<file path="src/rtl/mem_arbiter.sv">
// Two-requester round-robin memory arbiter: one outstanding transaction at a time
// through an IDLE -> BUSY -> DONE sequence, with a timeout that forces completion.
module mem_arbiter #(
    parameter int unsigned TIMEOUT = 15
) (
    input  logic        clk,
    input  logic        rst,
    input  logic        m0_valid,
    input  logic [31:0] m0_addr,
    input  logic [31:0] m0_wdata,
    input  logic [3:0]  m0_wstrb,
    output logic        m0_ready,
    output logic [31:0] m0_rdata,
    input  logic        m1_valid,
    input  logic [31:0] m1_addr,
    input  logic [31:0] m1_wdata,
    input  logic [3:0]  m1_wstrb,
    output logic        m1_ready,
    output logic [31:0] m1_rdata,
    output logic        s_valid,
    output logic [31:0] s_addr,
    output logic [31:0] s_wdata,
    output logic [3:0]  s_wstrb,
    input  logic        s_ready,
    input  logic [31:0] s_rdata,
    output logic        grant,
    output logic        busy,
    output logic        err
);

    localparam int unsigned AW = 32;
    localparam int unsigned DW = 32;
    localparam int unsigned SW = 4;
    localparam int unsigned CW = 8;
    localparam logic [DW-1:0] TIMEOUT_RDATA = 32'hDEAD_BEEF;
    localparam logic [CW-1:0] TIMEOUT_CNT   = CW'(TIMEOUT);

    typedef enum logic [1:0] {
        IDLE = 2'd0,
        BUSY = 2'd1,
        DONE = 2'd2
    } state_t;

    state_t          state_q, state_d;
    logic            grant_q, grant_d;
    logic            last_grant_q, last_grant_d;
    logic            s_valid_q, s_valid_d;
    logic [AW-1:0]   s_addr_q, s_addr_d;
    logic [DW-1:0]   s_wdata_q, s_wdata_d;
    logic [SW-1:0]   s_wstrb_q, s_wstrb_d;
    logic            m0_ready_q, m0_ready_d;
    logic            m1_ready_q, m1_ready_d;
    logic [DW-1:0]   m0_rdata_q, m0_rdata_d;
    logic [DW-1:0]   m1_rdata_q, m1_rdata_d;
    logic            busy_q, busy_d;
    logic            err_q, err_d;
    logic [CW-1:0]   wait_q, wait_d;

    logic            sel;
    logic [CW-1:0]   wait_inc;
    logic            timeout_hit;
    logic [DW-1:0]   cpl_rdata;

    // Next-state and registered-output computation
    always_comb begin
        state_d      = state_q;
        grant_d      = grant_q;
        last_grant_d = last_grant_q;
        s_valid_d    = s_valid_q;
        s_addr_d     = s_addr_q;
        s_wdata_d    = s_wdata_q;
        s_wstrb_d    = s_wstrb_q;
        m0_ready_d   = 1'b0;
        m1_ready_d   = 1'b0;
        m0_rdata_d   = m0_rdata_q;
        m1_rdata_d   = m1_rdata_q;
        busy_d       = busy_q;
        err_d        = err_q;
        wait_d       = wait_q;
        sel          = 1'b0;
        wait_inc     = wait_q + CW'(1);
        timeout_hit  = (wait_inc == TIMEOUT_CNT);
        cpl_rdata    = s_ready ? s_rdata : TIMEOUT_RDATA;

        case (state_q)
            IDLE: begin
                s_valid_d = 1'b0;
                busy_d    = 1'b0;
                if (m0_valid || m1_valid) begin
                    // On contention the requester that did not win last time goes first
                    sel          = (m0_valid && m1_valid) ? ~last_grant_q : m1_valid;
                    grant_d      = sel;
                    last_grant_d = sel;
                    s_addr_d     = sel ? m1_addr  : m0_addr;
                    s_wdata_d    = sel ? m1_wdata : m0_wdata;
                    s_wstrb_d    = sel ? m1_wstrb : m0_wstrb;
                    s_valid_d    = 1'b1;
                    busy_d       = 1'b1;
                    wait_d       = '0;
                    state_d      = BUSY;
                end
            end
            BUSY: begin
                if (s_ready || timeout_hit) begin
                    if (!s_ready) begin
                        err_d = 1'b1;
                    end
                    if (grant_q) begin
                        m1_rdata_d = cpl_rdata;
                        m1_ready_d = 1'b1;
                    end else begin
                        m0_rdata_d = cpl_rdata;
                        m0_ready_d = 1'b1;
                    end
                    s_valid_d = 1'b0;
                    state_d   = DONE;
                end else begin
                    wait_d = wait_inc;
                end
            end
            DONE: begin
                // Controller ready here is a stale echo of the completed beat
                s_valid_d = 1'b0;
                busy_d    = 1'b0;
                state_d   = IDLE;
            end
            default: begin
                s_valid_d = 1'b0;
                busy_d    = 1'b0;
                state_d   = IDLE;
            end
        endcase
    end

    always_ff @(posedge clk) begin
        if (rst) begin
            state_q      <= IDLE;
            grant_q      <= 1'b0;
            last_grant_q <= 1'b1;
            s_valid_q    <= 1'b0;
            s_addr_q     <= '0;
            s_wdata_q    <= '0;
            s_wstrb_q    <= '0;
            m0_ready_q   <= 1'b0;
            m1_ready_q   <= 1'b0;
            m0_rdata_q   <= '0;
            m1_rdata_q   <= '0;
            busy_q       <= 1'b0;
            err_q        <= 1'b0;
            wait_q       <= '0;
        end else begin
            state_q      <= state_d;
            grant_q      <= grant_d;
            last_grant_q <= last_grant_d;
            s_valid_q    <= s_valid_d;
            s_addr_q     <= s_addr_d;
            s_wdata_q    <= s_wdata_d;
            s_wstrb_q    <= s_wstrb_d;
            m0_ready_q   <= m0_ready_d;
            m1_ready_q   <= m1_ready_d;
            m0_rdata_q   <= m0_rdata_d;
            m1_rdata_q   <= m1_rdata_d;
            busy_q       <= busy_d;
            err_q        <= err_d;
            wait_q       <= wait_d;
        end
    end

    assign m0_ready = m0_ready_q;
    assign m1_ready = m1_ready_q;
    assign m0_rdata = m0_rdata_q;
    assign m1_rdata = m1_rdata_q;
    assign s_valid  = s_valid_q;
    assign s_addr   = s_addr_q;
    assign s_wdata  = s_wdata_q;
    assign s_wstrb  = s_wstrb_q;
    assign grant    = grant_q;
    assign busy     = busy_q;
    assign err      = err_q;

endmodule

</file>
<file path="config.mk">
export PLATFORM = sky130hd
export DESIGN_NAME = mem_arbiter
export DESIGN_NICKNAME = d
export VERILOG_FILES = /design/src/rtl/mem_arbiter.sv
export SDC_FILE = /design/constraint.sdc
export NUM_CORES = 1
export LEC_CHECK = 0
export CAP_MARGIN = 15
export CORE_ASPECT_RATIO = 0.6
export CORE_MARGIN = 3
export CORE_UTILIZATION = 25
export DETAILED_ROUTE_END_ITERATION = 10
export PLACE_DENSITY = 0.62
export SETUP_SLACK_MARGIN = 0.1
export SKIP_CTS_REPAIR_TIMING = 1
export SYNTH_ARGS = -nofsm -noshare
export SYNTH_HDL_FRONTEND = slang
export SYNTH_SLANG_ARGS = --single-unit
</file>
<file path="constraint.sdc">
create_clock -name clk -period 6.3 [get_ports clk]
set_input_delay 0.945 -clock clk [delete_from_list [all_inputs] [get_ports clk]]
set_output_delay 0.945 -clock clk [all_outputs]
set_load 0.01 [all_outputs]
</file>
[Word level (Yosys, flattened, before mapping)]
Cells that the tools add are included.
Storage, ports and cells
  input bits: 173
  memories kept: 0
  output and inout port bits: 138
  word-level logic and storage cells: 54
  register bits: 149
  latch bits: 0
  memory bits (read-only): 0
  bits in writable memories: 0
Cells by class
  shifts and indexed selects: 0
  multipliers: 0
  bitwise operators: 5
  eq/ne operators: 5
  reduce and logical (&&, ||, !) cells: 12
  muxes and demuxes: 17
  $add $sub $neg: 1
  magnitude comparators: 0
  div/mod/pow operators: 0
Operators with widths (number)
  $mux W32: 3
  $mux W8: 2
  $pmux W8 S2: 1
  $reduce_and A3 Y1: 4
  $add A8 B1 Y8 const B: 1
  $eq A8 B4 Y1 const B: 1
  $ne A2 B2 Y1 const B: 3
  $mux W1: 5
  $not A1 Y1: 5
  $mux W2: 2
  $mux W4: 1
  $pmux W1 S2: 2
  $pmux W2 S2: 1
  $reduce_and A2 Y1: 2
  $reduce_or A3 Y1: 1
  $eq A2 B1 Y1 const B: 1
  $logic_not A2 Y1: 1
  $logic_or A1 B1 Y1: 2
  $reduce_bool A2 Y1: 1
  $logic_and A1 B1 Y1: 1

[Depth between registers and ports, before layout]
  word-level depth: 5
  gate-level depth with buffers: 9
  depth with buffers taken out: 7

[Least setup slack after synthesis]
OpenSTA, ideal clock, no wires.
  path kind: in2reg
  from: input s_ready
  to: register wait_q[1]
  setup slack: 3.730 ns
  setup time: 0.121 ns
  stages: 5
  arrival: 2.449 ns
  data required time: 6.179 ns
  path buffers: 0
  path through: or3b_2 > nor4_1 > a221oi_2 > nand3_1 > mux2_2
On the way
  word-level cells in the longest chain between the ends: 3
Ends and longest elaborated chain
  start: declaration: RTL line 24  | input logic s_ready,
  $logic_or A1 B1 Y1: RTL line 104  | if (s_ready || timeout_hit) begin
  $ne A2 B2 Y1 (no source line)
  $reduce_and A3 Y1 (no source line)
  end signal: assignment: RTL line 165  | wait_q <= wait_d;
  end: declaration: RTL line 57  | logic [CW-1:0] wait_q, wait_d;
No other way between the ends.
A chain may end at the register's enable or synchronous reset.

[Final worst setup path]
Ends and elaborated chain as after synthesis.

==> flow_results.org <==
** Status
- The run finished with clean final reports.

** Layout
- The repair_antennas step left the layout with diodes totalling 0.
- Relative to the synthesized area, the layout overhead comes to 60.2%.
- Most frequent cells in the layout :: sky130_fd_sc_hd__clkdlybuf4s50_1, sky130_fd_sc_hd__nor2_1, sky130_fd_sc_hd__dfxtp_1
- NumNets Final :: between 1000 and 1500
- In the final layout, the share of cells above drive strength 1 is 0.0887.
- Leaving out fill and tap cells, the most frequent cell in the layout is sky130_fd_sc_hd__clkdlybuf4s50_1.

** Placed design
- Placer congestion estimate :: 0.807
- Setup WS pre-CTS :: 2480 ps
- HPWL after detailed placement :: about 17 mm
- The count of buffers added on input and output ports is 310.

** Logic synthesis
- Net count after synthesis :: just under 900
- Synthesis handed over a netlist of just over 700 instances.
- Sequential element share of the synthesized area :: 0.456
- Top area cells in the synthesized netlist :: sky130_fd_sc_hd__dfxtp_1, sky130_fd_sc_hd__a211oi_1, sky130_fd_sc_hd__mux2i_1, sky130_fd_sc_hd__nor2_1, sky130_fd_sc_hd__a211oi_2
- Of all cell types, the one taking the most synthesized area is sky130_fd_sc_hd__dfxtp_1.
- Counting flops with an async set or reset pin after synthesis yields a share of 0.
- During synthesis, Yosys emitted a total of 0 warnings.
- Number of synthesized register bits :: 149
- Synthesis instantiated 49 different standard cells from the library.
- Main synth FF type :: sky130_fd_sc_hd__dfxtp_1
- The average instance in the mapped netlist occupies 9.22 um^2.
- The mapped netlist covers roughly 6500 um^2.
- Number of enable flip-flop cells after synthesis :: 0
- Of the post-synthesis cell area, the dominant cell type holds 0.456.

** Clock tree
- The later pin in the worst-skew pair is clocked with a latency of between 400 and 500 ps.
- After clock tree synthesis, the clock-pin slew on the worst setup and hold paths is around 60 ps.
- Maximum count of clock buffers along a single path :: 2
- Clock tree synthesis found a total of roughly 150 sinks.
- The root buffer cell chosen for the clock tree is sky130_fd_sc_hd__clkbuf_16.
- The number of clock buffers added by TritonCTS is 17.
- Max H-tree Level :: 4
- TritonCTS clock tree :: built

** Global routing
- The via count of the first global-routing pass is 6034.
- Global-route congestion overflow total :: 0
- First-pass GRT wire length :: 35.9 mm
- GRT Util Overall :: 0.163
- Entering global routing, the biggest net connects between 80 and 90 pins.
- Number of antenna violations at the first check in global routing :: 0

** Timing
- Adding up every negative setup slack in the final design gives 0 ps.
- Setup repair after global routing left no endpoint under its margin.
- Across all hold checks on the routed design, the worst slack comes to 486 ps.
- Subtracting the final worst setup slack from the clock period gives between 3000 and 4000 ps.
- The worst path meets setup with a little under 3000 ps of slack.
- Final worst clock skew :: 8.57 ps
- Max_slew headroom :: 0.298
- Worst-margin pin slew :: roughly 1100 ps
- Top achievable clock speed :: 293 MHz
- Setup violations remaining at the end of the flow were counted as 0.
- Hold Vio Cnt, Final :: 0
- Count of pins over their slew limit :: 0
- In the finished design, the share of the clock period the worst path needs comes to 0.541.

** Power
- The worst-case IR drop observed on VDD is ~0.00012 V.
- In this run the static leakage power is approximately 3.7 nW.
- Power density normalized to cell area :: 260 nW/um^2

** Critical path
- In this run the worst setup path terminates at wait_q[1]$_SDFFE_PP0P_.
- The worst register-to-register path begins at wait_q[0]$_SDFFE_PP0P_.
- Arrival time of the worst setup path :: 3720 ps
- Required @ worst endpoint :: roughly 6600 ps
- Launching element type of the critical path :: primary input
- Counting cells, the worst reg-to-reg path comes to 6.
- In this run the worst path has a maximum fanout of 23.
- Across all register-to-register paths, the minimum setup slack is ~3500 ps.
- Worst setup path category :: in -> reg
- The endpoint identified for the worst register-to-register timing path is m0_rdata[24]$_SDFFE_PP0P_.
- In this run the worst setup path begins at s_ready.
- Critical Path Sink Type :: register

** Floorplanning
- I/O pin count :: 311
- The die is about 130 um tall.
- Area inside the core boundary :: about 26000 um^2
- After floorplanning, the core was divided into between 40 and 50 placement rows.
- Die Width :: about 210 um
- Initial Util :: 0.256
- The die covers around 28000 um^2.

** Detailed routing
- Drc violations :: 0
- Via/cell ratio :: around 4.6
- Vias after detailed routing :: ~6200
- The detailed router finished its first iteration with approximately 330 violations.
- Routed Antenna Nets :: 0
- Dividing the detail-routed wire length by the instance count gives 17.4 um.
- Detailed-router iteration count before antenna repair :: 4
- Total Wirelength :: around 23 mm

** Run
- # Max-Cap Violations :: 0

** Min path
- The path class of the tightest hold or removal check is reg -> reg.
power breakdown:
group / total, mW / switching (mW) / internal (mW)
Clock: 1.06 / 0.407 / 0.651
Sequential: 1.07 / 0.0450 / 1.02
Combinational: 0.597 / 0.277 / 0.319
cell type report:
class,count,area [um^2]
Fill cell,2575,15000
Multi-Input combinational cell,489,3260
Timing Repair Buffer,318,3160
Sequential cell,149,2980
Clock buffer,22,474
Tap cell,352,440
Clock inverter,8,125
Inverter,6,22.5
cell usage after synthesis (4+ instances only):
| library cell | number |
|---|---|
| sky130_fd_sc_hd__a31oi_1 | 6 |
| sky130_fd_sc_hd__dfxtp_1 | 149 |
| sky130_fd_sc_hd__nor2_1 | 172 |
| sky130_fd_sc_hd__a211oi_2 | 40 |
| sky130_fd_sc_hd__inv_1 | 6 |
| sky130_fd_sc_hd__buf_6 | 5 |
| sky130_fd_sc_hd__o22ai_1 | 4 |
| sky130_fd_sc_hd__nor3_1 | 5 |
| sky130_fd_sc_hd__and3_1 | 4 |
| sky130_fd_sc_hd__a211oi_1 | 93 |
| sky130_fd_sc_hd__mux2i_1 | 68 |
| sky130_fd_sc_hd__nand4_1 | 4 |
| sky130_fd_sc_hd__nand3_1 | 6 |
| sky130_fd_sc_hd__buf_2 | 4 |
| sky130_fd_sc_hd__nand2_1 | 7 |
| sky130_fd_sc_hd__a21oi_1 | 38 |
| sky130_fd_sc_hd__buf_1 | 11 |
| sky130_fd_sc_hd__clkbuf_1 | 44 |
registers in the layout, indices dropped and copies added (netlist names):
register and cells:
m1_rdata 32, state_q 2, last_grant_q 1, s_wdata 32, m0_rdata 32, s_valid 1, busy 1, m0_ready 1
s_wstrb 4, s_addr 32, m1_ready 1, wait_q 8, grant 1, err 1
critical path: stages:
cell and delay (ps):
sky130_fd_sc_hd__clkdlybuf4s50_1 850, sky130_fd_sc_hd__or3b_2 700, sky130_fd_sc_hd__nor4_1 520, sky130_fd_sc_hd__a221oi_2 210
sky130_fd_sc_hd__nand3_1 140, sky130_fd_sc_hd__mux2_2 340
metrics by stage:
step	std cells	power [mW]	instance area [um^2]	utilization
global route	1344	2.85	10500	0.411
finish	1344	2.72	10500	0.411
CTS	1344	2.77	10500	0.411
global placement	1314	1.69	9870	0.387
floorplan	709	1.35	6540	-
detailed placement	1314	1.69	9870	0.387
metal layers:
metal,track usage,part of all wire,vias to the layer above
met1,0.211,0.45,2920
met3,0.0550,0.071,13
li1,-,-,3116
met5,0,0,-
met2,0.263,0.47,189
met4,0.0402,0.0094,0
how the worst min path moves through the flow:
stage / depth (start not counted) / startpoint / to
after global placement: 2 / busy$_SDFFE_PP0N_ / busy$_SDFFE_PP0N_
final: 2 / busy$_SDFFE_PP0N_ / busy$_SDFFE_PP0N_
after detailed placement: 2 / busy$_SDFFE_PP0N_ / busy$_SDFFE_PP0N_
after floorplan: 2 / wait_q[2]$_SDFFE_PP0P_ / wait_q[2]$_SDFFE_PP0P_
after global routing: 1 / err$_SDFFE_PP0P_ / err$_SDFFE_PP0P_
after CTS: 2 / busy$_SDFFE_PP0N_ / busy$_SDFFE_PP0N_
cells by family (layout without fill, tap and decap cells):
group | Yosys count | count (layout) | share of synthesized area
XOR/XNOR | 1 | 1 | 0.00134
multiplexers | 69 | 69 | 0.106
adder cells (fa/ha/maj) | 2 | 2 | 0.00383
buffers and inverters | 71 | 354 | 0.0475
AO/OA/AOI/OAI | 199 | 199 | 0.245
flip-flops | 149 | 149 | 0.456
AND/OR/NAND/NOR | 218 | 218 | 0.140
Note: power is estimated with default switching activity, not from simulation.
